### config.mk
export PLATFORM = sky130hd
export DESIGN_NAME = cube_color_sampler
export DESIGN_NICKNAME = d
export VERILOG_FILES = /design/src/rtl/cube_pkg.sv /design/src/rtl/cube_color_sampler_channel_accum.sv /design/src/rtl/cube_color_sampler.sv
export SDC_FILE = /design/constraint.sdc
export NUM_CORES = 1
export LEC_CHECK = 0
export ABC_AREA = 1
export CELL_PAD_IN_SITES_DETAIL_PLACEMENT = 0
export CELL_PAD_IN_SITES_GLOBAL_PLACEMENT = 2
export CORE_UTILIZATION = 37
export CTS_BUF_LIST = sky130_fd_sc_hd__clkbuf_8
export DETAILED_ROUTE_END_ITERATION = 6
export GPL_TIMING_DRIVEN = 0
export PLACE_DENSITY_LB_ADDON = 0.1
export SLEW_MARGIN = 25
export SYNTH_ARGS = -nofsm -noshare
export SYNTH_HDL_FRONTEND = slang
export SYNTH_SLANG_ARGS = --single-unit
### constraint.sdc
create_clock -name Clk -period 12.1 [get_ports Clk]
set_input_delay 1.21 -clock Clk [delete_from_list [all_inputs] [get_ports Clk]]
set_output_delay 1.21 -clock Clk [all_outputs]
set_load 0.005 [all_outputs]
### src/rtl/cube_pkg.sv
// Shared types and defaults for the cube colour sampler.
package cube_pkg;

    localparam int WIN_LOG2_DEF = 4;

    typedef enum logic [1:0] {
        ST_IDLE   = 2'd0,
        ST_ACCUM  = 2'd1,
        ST_DIVIDE = 2'd2,
        ST_DONE   = 2'd3
    } state_e;

    typedef struct packed {
        logic [7:0] r;
        logic [7:0] g;
        logic [7:0] b;
    } rgb8_t;

    // Mean of two 8-bit values with a 9-bit intermediate so the carry is kept.
    function automatic logic [7:0] iir_blend(input logic [7:0] old_v, input logic [7:0] new_v);
        logic [8:0] s;
        s = {1'b0, old_v} + {1'b0, new_v};
        return s[8:1];
    endfunction

endpackage

### src/rtl/cube_color_sampler_channel_accum.sv
// One colour channel sum: clear, add one pixel, and the window average as the top byte.
module channel_accum
    import cube_pkg::*;
#(
    parameter int WIN_LOG2 = WIN_LOG2_DEF
) (
    input  logic       clk_i,
    input  logic       rst_i,
    input  logic       clr_i,
    input  logic       add_i,
    input  logic [7:0] pix_i,
    output logic [7:0] avg_o
);

    localparam int SW = 8 + 2 * WIN_LOG2;

    logic [SW-1:0] sum_q;
    logic [SW-1:0] sum_d;
    logic [SW-1:0] base;

    // Clear and add in the same cycle starts the new sum at this pixel.
    always_comb begin
        base  = clr_i ? '0 : sum_q;
        sum_d = add_i ? base + {{(2 * WIN_LOG2){1'b0}}, pix_i} : base;
    end

    always_ff @(posedge clk_i or posedge rst_i) begin
        if (rst_i) begin
            sum_q <= '0;
        end else begin
            sum_q <= sum_d;
        end
    end

    assign avg_o = sum_q[SW-1 -: 8];

endmodule

### src/rtl/cube_color_sampler.sv
// Averages the RGB of a square window around the cube centre once per frame.
// Define CUBE_SAMPLER_IIR_EN to blend each new average with the previous published colour.
module cube_color_sampler
    import cube_pkg::*;
#(
    parameter int WIN_LOG2 = WIN_LOG2_DEF
) (
    input  logic       Clk,
    input  logic       Reset,
    input  logic       frame_start,
    input  logic       pix_valid,
    input  logic [9:0] PixX,
    input  logic [9:0] PixY,
    input  logic [7:0] Pix_R,
    input  logic [7:0] Pix_G,
    input  logic [7:0] Pix_B,
    input  logic [9:0] CubeX,
    input  logic [9:0] CubeY,
    output logic [7:0] Color_R,
    output logic [7:0] Color_G,
    output logic [7:0] Color_B,
    output logic       color_valid,
    output logic       sample_miss
);

    localparam int H  = 2 ** (WIN_LOG2 - 1);
    localparam int N  = 2 ** (2 * WIN_LOG2);
    localparam int CW = 2 * WIN_LOG2 + 1;

    localparam logic signed [10:0] H_S    = 11'(H);
    localparam logic signed [10:0] H_M1_S = 11'(H - 1);

    state_e          state_q, state_d;
    logic [9:0]      cx_q, cy_q;
    logic [CW-1:0]   cnt_q, cnt_d;
    rgb8_t           acc_avg;
    rgb8_t           avg_q, avg_d;
    rgb8_t           color_q, color_d;
    logic            cv_q, miss_q, miss_d, pub_q, pub_d;

    logic [9:0]        cx_eff, cy_eff;
    logic signed [10:0] x_lo, x_hi, y_lo, y_hi, px_s, py_s;
    logic              in_win, accept;

    // A coincident frame_start pixel is judged against the new centre.
    assign cx_eff = frame_start ? CubeX : cx_q;
    assign cy_eff = frame_start ? CubeY : cy_q;

    assign x_lo = $signed({1'b0, cx_eff}) - H_S;
    assign x_hi = $signed({1'b0, cx_eff}) + H_M1_S;
    assign y_lo = $signed({1'b0, cy_eff}) - H_S;
    assign y_hi = $signed({1'b0, cy_eff}) + H_M1_S;
    assign px_s = $signed({1'b0, PixX});
    assign py_s = $signed({1'b0, PixY});

    assign in_win = (px_s >= x_lo) && (px_s <= x_hi) && (py_s >= y_lo) && (py_s <= y_hi);
    assign accept = pix_valid && in_win && (frame_start || (state_q == ST_ACCUM));

    channel_accum #(.WIN_LOG2(WIN_LOG2)) u_acc_r (
        .clk_i (Clk),
        .rst_i (Reset),
        .clr_i (frame_start),
        .add_i (accept),
        .pix_i (Pix_R),
        .avg_o (acc_avg.r)
    );

    channel_accum #(.WIN_LOG2(WIN_LOG2)) u_acc_g (
        .clk_i (Clk),
        .rst_i (Reset),
        .clr_i (frame_start),
        .add_i (accept),
        .pix_i (Pix_G),
        .avg_o (acc_avg.g)
    );

    channel_accum #(.WIN_LOG2(WIN_LOG2)) u_acc_b (
        .clk_i (Clk),
        .rst_i (Reset),
        .clr_i (frame_start),
        .add_i (accept),
        .pix_i (Pix_B),
        .avg_o (acc_avg.b)
    );

    always_comb begin
        state_d = state_q;
        cnt_d   = cnt_q;
        avg_d   = avg_q;
        miss_d  = 1'b0;
        pub_d   = 1'b0;
        if (frame_start) begin
            miss_d  = (state_q == ST_ACCUM);
            state_d = ST_ACCUM;
            cnt_d   = accept ? CW'(1) : '0;
        end else begin
            case (state_q)
                ST_ACCUM: begin
                    if (accept) begin
                        cnt_d = cnt_q + CW'(1);
                        if (cnt_q == CW'(N - 1)) begin
                            state_d = ST_DIVIDE;
                        end
                    end
                end
                ST_DIVIDE: begin
                    avg_d   = acc_avg;
                    pub_d   = 1'b1;
                    state_d = ST_DONE;
                end
                default: ;
            endcase
        end
    end

`ifdef CUBE_SAMPLER_IIR_EN
    logic have_q;

    always_comb begin
        color_d = color_q;
        if (pub_q) begin
            if (have_q) begin
                color_d.r = iir_blend(color_q.r, avg_q.r);
                color_d.g = iir_blend(color_q.g, avg_q.g);
                color_d.b = iir_blend(color_q.b, avg_q.b);
            end else begin
                color_d = avg_q;
            end
        end
    end

    always_ff @(posedge Clk or posedge Reset) begin
        if (Reset) begin
            have_q <= 1'b0;
        end else if (pub_q) begin
            have_q <= 1'b1;
        end
    end
`else
    always_comb begin
        color_d = color_q;
        if (pub_q) begin
            color_d = avg_q;
        end
    end
`endif

    always_ff @(posedge Clk or posedge Reset) begin
        if (Reset) begin
            state_q <= ST_IDLE;
            cx_q    <= '0;
            cy_q    <= '0;
            cnt_q   <= '0;
            avg_q   <= '0;
            color_q <= '0;
            cv_q    <= 1'b0;
            miss_q  <= 1'b0;
            pub_q   <= 1'b0;
        end else begin
            state_q <= state_d;
            cnt_q   <= cnt_d;
            avg_q   <= avg_d;
            color_q <= color_d;
            cv_q    <= pub_q;
            miss_q  <= miss_d;
            pub_q   <= pub_d;
            if (frame_start) begin
                cx_q <= CubeX;
                cy_q <= CubeY;
            end
        end
    end

    assign Color_R     = color_q.r;
    assign Color_G     = color_q.g;
    assign Color_B     = color_q.b;
    assign color_valid = cv_q;
    assign sample_miss = miss_q;

endmodule

==> results.py, run 1 <==
metrics = {
    "floorplan": {
        "die_width_um": 154.3,
        "core_area_mm2": 0.02271,
        "rows": 55,
        "die_area_mm2": 0.02382,
        "pin_count": 94,
        "die_h_um": 154.3,
        "initial_utilization_pct": 37.81,
    },
    "global_route": {
        "grtUsageTotal_pct": 20.02,
        "grt_pass1_vias": 7252,
        "grt_pass1_wl_um": 37400,
        "grt_max_degree": 69,
        "grt-ovfl-total": 0,
        "antenna_found_initial": 0,
    },
    "routing": {
        "drc_errors": 0,
        "postRouteAntennaNets": 0,
        "via_per_inst": 4.758,
        "vias": 7185,
        "drt_iter0_drc": 281,
        "wirelength_um": 22520,
        "drt_pre_antenna_iters": 4,
        "wl_per_cell_um": 14.91,
    },
    "setup_path": {
        "end_kind": "register",
        "crit_required_ps": 12400,
        "rr_worst_depth": 20,
        "start_kind": "input pin",
        "crit_fanout": 10,
        "worstSetupPathType": "input pin to register",
        "arrival_ps": 5900,
    },
    "clock_network": {
        "cts_tree": "built",
        "htreeDepth": 4,
        "postCtsSetupBuffers": 0,
        "cts-resized-gates": 0,
        "cts-buffers-inserted": 17,
        "path_clk_slew_ps": 80,
        "cts_sinks": 130,
        "ctsHoldBuffers": 0,
        "clock_path_buffers": 2,
        "cts-root-buf": "clkbuf_8",
        "insertion_delay_ps": 450,
    },
    "power_and_ir_drop": {
        "total_leakage_power_nw": 5.170,
        "switchingPower_uw": 325.6,
        "swShare_pct": 31.20,
        "internal_power_uw": 718.2,
        "power_frac_seq_pct": 44.9,
        "pwr_density_cell_mw_per_mm2": 101.4,
        "comb_power_share_pct": 20.1,
        "clkPwrFrac_pct": 35.0,
        "p_total_mw": 1.044,
        "vdd.ir_drop.worst_v": 0.00006236,
    },
    "layout": {
        "design_area_mm2": 0.01029,
        "drive_gt1_share_pct": 8.245,
        "stdcell_count": 1510,
        "areaGrowthSynthToFinish_pct": 19.86,
        "fin_util_pct": 45.32,
        "n_antenna_cell": 0,
        "fin_nets": 1355,
    },
    "synth": {
        "syn_area_mm2": 0.008587,
        "synth.most_common_cell": "nand2_1",
        "ys_types": 38,
        "synth_top_area_share_pct": 37.88,
        "synth_warnings": 0,
        "ys.flop_type": "dfrtp_1",
        "synth.avg_cell_area_um2": 7.813,
        "synth-edff-count": 0,
        "syn_inst": 1099,
        "synth_fp_nets": 1242,
        "ys_seq_area_share_pct": 37.88,
        "synthTopCellsByCount": "308 x nand2_1, 130 x dfrtp_1, 123 x inv_1, 102 x nor2_1, 73 x o21ai_0",
        "synth.ff_latch_count": 130,
        "synth_area_leaders": "dfrtp_1 38%, nand2_1 13%, ha_1 10%",
        "synth.largest_area_cell": "dfrtp_1",
        "ys_async_sr_fraction_pct": 100.0,
    },
    "hold_path": {
        "hold_path_class": "register to register",
        "hold_depth": 0,
    },
    "sta": {
        "period_minus_slack_ps": 5598,
        "setup_viol": 0,
        "period_share_pct": 46.26,
        "hold_viol_final": 0,
        "fin_setup_tns_ps": 0,
        "slew_violations": 0,
        "clock_skew_ps": 11.60,
        "relSlewSlack_pct": 53.90,
        "worst_hold_slack_ps": 396.4,
        "rsz0062_at_grt": "false",
        "clock.fmax_mhz": 178.6,
        "setup_ws_ps": 6502,
        "tightestPinTransition_ps": 691.5,
    },
    "placement": {
        "place_area_mm2": 0.009910,
        "dpl.cell_count": 1478,
        "routabilityCongestion": 0.8317,
        "place_hpwl_um": 17250,
        "pre_cts_slack_ps": 5905,
        "io_buffers": 93,
    },
    "outcome": {
        "status": "finished clean",
    },
    "flow_run": {
        "cap_viol_max_count": 0,
    },
}
cells by family (layout without fill, tap and decap cells):
| family | count (synthesis) | in the layout | share of synthesized area, % |
|---|---|---|---|
| AOI/OAI and AO/OA | 133 | 133 | 8.655 |
| xor gates and xnor gates | 67 | 67 | 6.834 |
| adders and majority gates | 75 | 75 | 11.19 |
| buffers and inverters | 158 | 284 | 7.387 |
| DFF | 130 | 130 | 37.88 |
| muxes | 24 | 24 | 3.147 |
| and+or+nand+nor | 512 | 512 | 24.90 |
layout by cell type (no fill, tap or decap), types with 24 or more instances in the layout:
cell type | Yosys | layout
a21oi_1 | 31 | 31
ha_1 | 72 | 72
xor2_1 | 50 | 50
nand3_1 | 48 | 48
inv_1 | 123 | 122
dfrtp_1 | 130 | 130
mux2_2 | 24 | 24
nor2_1 | 102 | 102
clkdlybuf4s50_1 | 0 | 93
nand2_1 | 308 | 308
o21ai_0 | 73 | 73
sequential cells by signal, indices dropped and copies added, names as in the netlist:
name / cells
Color_B: 8
Color_G: 8
Color_R: 8
avg_q: 24
cnt_q: 9
color_valid: 1
cx_q: 10
cy_q: 10
pub_q: 1
sample_miss: 1
state_q: 2
u_acc_b.sum_q: 16
u_acc_g.sum_q: 16
u_acc_r.sum_q: 16
routing by layer:
layer | wire length, um | part of all wire, % | track usage, % | vias to the layer above
met4 | 260 | 1.2 | 4.856 | 0
met2 | 10440 | 46 | 32.88 | 112
met5 | 0 | 0 | 0 | -
li1 | - | - | - | 3762
met3 | 649 | 2.9 | 3.390 | 19
met1 | 11170 | 50 | 27.44 | 3292
layout make-up:
type                       instances  area, um2
multi-input combinational        811       4700
tap                              285      356.6
clock inverter                    15      148.9
fill                            2364      12420
buffer                            30      153.9
sequential                       130       3253
inverter                         128      488.0
clock buffer                      17      234.0
timing repair buffer              94      958.4
worst paths after layout:
kind | startpoint | endpoint | slack, ps
max reg2reg | cx_q[0]$_DFF_PP0_ | u_acc_r.sum_q[3]$_DFF_PP0_ | 8150
min in group asynchronous | Reset | Color_B[2]$_DFFE_PP0P_ | 1200
min reg2reg | pub_q$_DFF_PP0_ | color_valid$_DFF_PP0_ | 400
max | frame_start | u_acc_r.sum_q[3]$_DFF_PP0_ | 6500
max in group asynchronous | Reset | u_acc_r.sum_q[8]$_DFF_PP0_ | 10170
min | pub_q$_DFF_PP0_ | color_valid$_DFF_PP0_ | 400
power groups by stage:
stage | Sequential, mW | Clock [mW] | Combinational (mW)
4_1_cts | 0.469 | 0.381 | 0.215
2_1_floorplan | 0.475 | 0 | 0.133
6_report | 0.469 | 0.365 | 0.210
3_3_place_gp | 0.477 | 0 | 0.211
3_5_place_dp | 0.478 | 0 | 0.213
5_1_grt | 0.472 | 0.397 | 0.241
worst max-delay path, cell delays in order:
cell and delay (ps):
clkdlybuf4s50_1 510, inv_2 130, buf_2 270, buf_2 370
or2_2 170, o21ai_0 180, ha_1 280, nand3_1 140
nand4_1 190, nor2_1 160, o21ai_0 110, ha_1 310
nand2_1 80, nor3_1 330, nand2_1 100, nand3_1 80
nand2_1 50, nand2_1 50, nand2_1 40, nand3_1 180
nor2_4 80, nand2_4 120, clkbuf_1 550, o21ai_0 190
Power figures use the tool's default switching activity.
==> run 2: changes to the inputs <==
--- a/config.mk
+++ b/config.mk
@@ -8,7 +8,7 @@
 export ABC_AREA = 1
 export CELL_PAD_IN_SITES_DETAIL_PLACEMENT = 0
 export CELL_PAD_IN_SITES_GLOBAL_PLACEMENT = 2
-export CORE_UTILIZATION = 37
+export CORE_UTILIZATION = 35
 export CTS_BUF_LIST = sky130_fd_sc_hd__clkbuf_8
 export DETAILED_ROUTE_END_ITERATION = 6
 export GPL_TIMING_DRIVEN = 0
==> constraint.sdc (replaced) <==
create_clock -name Clk -period 5.6 [get_ports Clk]
set_input_delay 0.56 -clock Clk [delete_from_list [all_inputs] [get_ports Clk]]
set_output_delay 0.56 -clock Clk [all_outputs]
set_load 0.005 [all_outputs]
==> results.py, run 2 (synthesized netlist as in run 1, its figures left out) <==
metrics = {
    "setup_path": {
        "worstSetupPathType": "input pin to register",
        "crit_required_ps": 5900,
        "start_kind": "input pin",
        "end_kind": "register",
        "arrival_ps": 5300,
        "cpPeakStageDelay_ps": 520,
        "cp_slowest_cell": "clkdlybuf4s50_1",
        "r2r_slack_ps": 1650,
        "path_buf_inv": 5,
        "cp_cell_sequence": "clkdlybuf4s50_1 > inv_2 > buf_2 > buf_2 > or2_2 > o21ai_0 > ha_1 > nand3_1 > nand4_1 > nor2_1 > o21ai_0 > ha_1 > nand2_1 > nor3_1 > nand2_1 > nand3_1 > nand2_1 > nand2_1 > nand2_1 > nand3_1 > nor2_4 > nand2_4 > clkbuf_1 > o21ai_0",
        "crit_fanout": 10,
        "cp_top_family": "simple AND/OR/NAND/NOR gates",
        "cpMostUsedCell": "nand2_1",
    },
    "layout": {
        "fillCellCount": 2456,
        "areaGrowthSynthToFinish_pct": 20.66,
        "fin_util_pct": 43.62,
        "fin_nets": 1355,
        "n_antenna_cell": 0,
        "layout_commonest_cell": "nand2_1",
        "design_area_mm2": 0.01036,
        "mostFrequentLayoutCells": "308 x nand2_1, 130 x dfrtp_1, 124 x inv_1",
        "largest_register_ffs": 24,
        "drive_gt1_share_pct": 8.007,
        "ff_latch_area_mm2": 0.003253,
        "multi_input_area_mm2": 0.004700,
        "top_register": "avg_q",
    },
    "routing": {
        "wl_per_cell_um": 14.73,
        "postRouteAntennaNets": 0,
        "via_per_inst": 4.596,
        "drc_errors": 0,
        "wirelength_um": 22730,
        "drt_iter0_drc": 332,
        "drt_pre_antenna_iters": 4,
        "vias": 7091,
    },
    "global_route": {
        "grtUsageTotal_pct": 19.35,
        "grt-ovfl-total": 0,
        "grt_pass1_vias": 7084,
        "grt_pass1_wl_um": 37140,
        "grt_max_degree": 94,
        "antenna_found_initial": 0,
    },
    "sta": {
        "tightestPinTransition_ps": 671.7,
        "worst_hold_slack_ps": 380.6,
        "slew_violations": 0,
        "hold_viol_final": 0,
        "setup_ws_ps": 594.3,
        "clock_skew_ps": 13.38,
        "relSlewSlack_pct": 54.84,
        "period_minus_slack_ps": 5006,
        "setup_viol": 0,
        "rsz0062_at_grt": "false",
        "period_share_pct": 89.39,
        "clock.fmax_mhz": 199.8,
    },
    "floorplan": {
        "initial_utilization_pct": 36.15,
        "rows": 56,
        "die_width_um": 158.6,
        "die_area_mm2": 0.02517,
        "pin_count": 94,
        "die_h_um": 158.6,
        "core_area_mm2": 0.02375,
    },
    "power_and_ir_drop": {
        "total_leakage_power_nw": 5.187,
        "vdd.ir_drop.worst_v": 0.0001216,
        "pwr_density_cell_mw_per_mm2": 223.1,
    },
    "hold_path": {
        "hold_path_class": "register to register",
    },
    "outcome": {
        "status": "finished clean",
    },
    "clock_network": {
        "cts-root-buf": "clkbuf_8",
        "cts_tree": "built",
        "clock_path_buffers": 2,
        "cts_sinks": 130,
        "insertion_delay_ps": 460,
        "ctsHoldBuffers": 0,
        "cts-resized-gates": 0,
        "cts-buffers-inserted": 17,
        "htreeDepth": 4,
        "path_clk_slew_ps": 80,
        "postCtsSetupBuffers": 0,
    },
    "placement": {
        "pre_cts_slack_ps": -21.55,
        "routabilityCongestion": 0.8100,
        "place_hpwl_um": 17370,
        "io_buffers": 93,
        "place_area_mm2": 0.009952,
    },
    "flow_run": {
        "cap_viol_max_count": 0,
    },
}
[run 2: final timing paths]
path | from | end | depth (start not counted)
min reg2reg | pub_q$_DFF_PP0_ | color_valid$_DFF_PP0_ | 0
min in group asynchronous | Reset | cx_q[7]$_DFF_PP0_ | 2
max in group asynchronous | Reset | Color_R[1]$_DFFE_PP0P_ | 3
min | pub_q$_DFF_PP0_ | color_valid$_DFF_PP0_ | 0
max | frame_start | u_acc_r.sum_q[6]$_DFF_PP0_ | 24
max reg2reg | cx_q[0]$_DFF_PP0_ | u_acc_r.sum_q[6]$_DFF_PP0_ | 20
[run 2: area by class of cell]
class                      count  share of cell area [%]
buffer                        30                   1.485
clock buffer                  22                   2.922
clock inverter                 9                   1.026
inverter                     128                   4.710
multi-input combinational    811                   45.36
sequential                   130                   31.40
tap                          319                   3.852
timing repair buffer          94                   9.250
[run 2: through the flow]
stage          power [mW]  instances  TNS [ps]
3_5_place_dp        1.493       1512    -34.43
4_1_cts             2.345       1543         0
2_1_floorplan       1.314       1099         0
3_3_place_gp        1.490       1511   -117060
5_1_grt             2.449       1543         0
6_report            2.311       1543         0
[run 2: report_power, final]
part / switching [mW] / leakage, nW / internal (mW)
clock network: 0.393 / 0.202 / 0.450
logic: 0.255 / 3.31 / 0.201
registers: 0.0218 / 1.68 / 0.990
[run 2: metal layers]
layer  part of all wire, %  vias up  track usage (%)
met2                    45      111            31.33
met5                     0        -                0
met1                    51     3217            26.88
met3                   3.5       14            3.185
li1                      -     3749                -
met4                  0.79        0            4.533
==> run 3: changes to the inputs <==
--- a/config.mk
+++ b/config.mk
@@ -13,7 +13,7 @@
 export DETAILED_ROUTE_END_ITERATION = 6
 export GPL_TIMING_DRIVEN = 0
 export PLACE_DENSITY_LB_ADDON = 0.1
-export SLEW_MARGIN = 25
 export SYNTH_ARGS = -nofsm -noshare
 export SYNTH_HDL_FRONTEND = slang
 export SYNTH_SLANG_ARGS = --single-unit
+export TNS_END_PERCENT = 1
==> results.py, run 3 (synthesized netlist as in run 1, its figures left out) <==
metrics = {
    "outcome": {
        "status": "finished clean",
    },
    "routing": {
        "drt_iter0_drc": 346,
        "vias": 7123,
        "wl_per_cell_um": 14.69,
        "drt_pre_antenna_iters": 5,
        "wirelength_um": 22660,
        "drc_errors": 0,
        "postRouteAntennaNets": 0,
        "via_per_inst": 4.616,
    },
    "layout": {
        "top_register": "avg_q",
        "fin_util_pct": 43.51,
        "areaGrowthSynthToFinish_pct": 20.36,
        "drive_gt1_share_pct": 8.007,
        "layout_commonest_cell": "nand2_1",
        "fillCellCount": 2480,
        "n_antenna_cell": 0,
        "largest_register_ffs": 24,
        "multi_input_area_mm2": 0.004700,
        "design_area_mm2": 0.01033,
        "ff_latch_area_mm2": 0.003253,
        "fin_nets": 1355,
        "stdcell_count": 1543,
        "mostFrequentLayoutCells": "308 x nand2_1, 130 x dfrtp_1, 124 x inv_1",
    },
    "floorplan": {
        "initial_utilization_pct": 36.15,
        "die_h_um": 158.6,
        "die_width_um": 158.6,
        "rows": 56,
        "die_area_mm2": 0.02517,
        "core_area_mm2": 0.02375,
        "pin_count": 94,
    },
    "setup_path": {
        "start_kind": "input pin",
        "rr_worst_depth": 20,
        "crit_required_ps": 5900,
        "crit_fanout": 10,
        "arrival_ps": 5260,
        "end_kind": "register",
        "worstSetupPathType": "input pin to register",
    },
    "global_route": {
        "antenna_found_initial": 0,
        "grt-ovfl-total": 0,
        "grt_max_degree": 94,
        "grtUsageTotal_pct": 19.25,
        "grt_pass1_vias": 7008,
        "grt_pass1_wl_um": 36910,
    },
    "sta": {
        "slew_violations": 0,
        "rsz0062_at_grt": "false",
        "worst_hold_slack_ps": 380.5,
        "clock.fmax_mhz": 201.7,
        "tightestPinTransition_ps": 694.3,
        "setup_viol": 0,
        "hold_viol_final": 0,
        "period_minus_slack_ps": 4959,
        "setup_ws_ps": 641.0,
        "clock_skew_ps": 12.04,
        "fin_setup_tns_ps": 0,
        "relSlewSlack_pct": 53.32,
        "period_share_pct": 88.55,
    },
    "placement": {
        "place_hpwl_um": 17380,
        "io_buffers": 93,
        "pre_cts_slack_ps": 18.88,
        "dpl.cell_count": 1512,
        "place_area_mm2": 0.009950,
        "routabilityCongestion": 0.8100,
    },
    "clock_network": {
        "postCtsSetupBuffers": 0,
        "cts_sinks": 130,
        "cts-resized-gates": 0,
        "htreeDepth": 4,
        "cts-buffers-inserted": 17,
        "cts_tree": "built",
        "ctsHoldBuffers": 0,
        "path_clk_slew_ps": 80,
        "cts-root-buf": "clkbuf_8",
        "insertion_delay_ps": 460,
        "clock_path_buffers": 2,
    },
    "flow_run": {
        "cap_viol_max_count": 0,
    },
    "power_and_ir_drop": {
        "vdd.ir_drop.worst_v": 0.0001281,
        "p_total_mw": 2.265,
        "total_leakage_power_nw": 5.179,
        "pwr_density_cell_mw_per_mm2": 219.1,
    },
    "hold_path": {
        "hold_path_class": "register to register",
        "hold_depth": 0,
    },
}
==> run 3: cell types whose count changed in the layout (fill, tap and decap cells not counted) <==
cell	previous run	this run
clkinv_4	1	2
inv_8	1	0
inv_6	0	1
bufinv_16	2	1
clkinv_2	0	1
clkinvlp_4	4	3
==> run 3: worst max-delay path, cell delays in order <==
cell	delay, ps
clkdlybuf4s50_1	510
inv_2	130
buf_2	270
buf_2	370
or2_2	170
o21ai_0	190
ha_1	290
nand3_1	130
nand4_1	210
nor2_1	180
o21ai_0	100
ha_1	300
nand2_1	80
nor3_1	310
nand2_1	100
nand3_1	80
nand2_1	50
nand2_1	50
nand2_1	50
nand3_1	190
nor2_4	80
nand2_4	120
clkbuf_1	530
o21ai_0	190
==> run 3: power by group <==
group	total [mW]	internal, mW	switching [mW]	leakage (nW)
sequential	1.01	0.990	0.0217	1.68
clock	0.798	0.405	0.393	0.196
combinational	0.455	0.201	0.254	3.30
total	2.26	1.60	0.669	5.18
==> run 3: per-layer routing <==
metal | track usage, % | share of wire [%] | vias up
li1 | - | - | 3750
met2 | 31.27 | 45 | 105
met5 | 0 | 0 | -
met3 | 3.566 | 3.2 | 13
met1 | 26.62 | 51 | 3255
met4 | 3.846 | 0.79 | 0
==> run 3: cell type report <==
cell class / count / area share [%]
tap: 319 / 3.862
buffer: 30 / 1.489
sequential: 130 / 31.48
clock buffer: 22 / 2.930
timing repair buffer: 94 / 9.274
multi-input combinational: 811 / 45.47
inverter: 128 / 4.697
clock inverter: 9 / 0.7990
==> run 3: path summary, 6_finish.rpt <==
check | start | endpoint | slack, ps
worst max-delay path | frame_start | u_acc_r.sum_q[1]$_DFF_PP0_ | 640
worst min-delay path | pub_q$_DFF_PP0_ | color_valid$_DFF_PP0_ | 380
worst max register to register | cx_q[1]$_DFF_PP0_ | u_acc_r.sum_q[1]$_DFF_PP0_ | 1670
worst min register to register | pub_q$_DFF_PP0_ | color_valid$_DFF_PP0_ | 380
max in group asynchronous | Reset | avg_q[19]$_DFFE_PP0P_ | 4300
min in group asynchronous | Reset | cx_q[8]$_DFF_PP0_ | 490
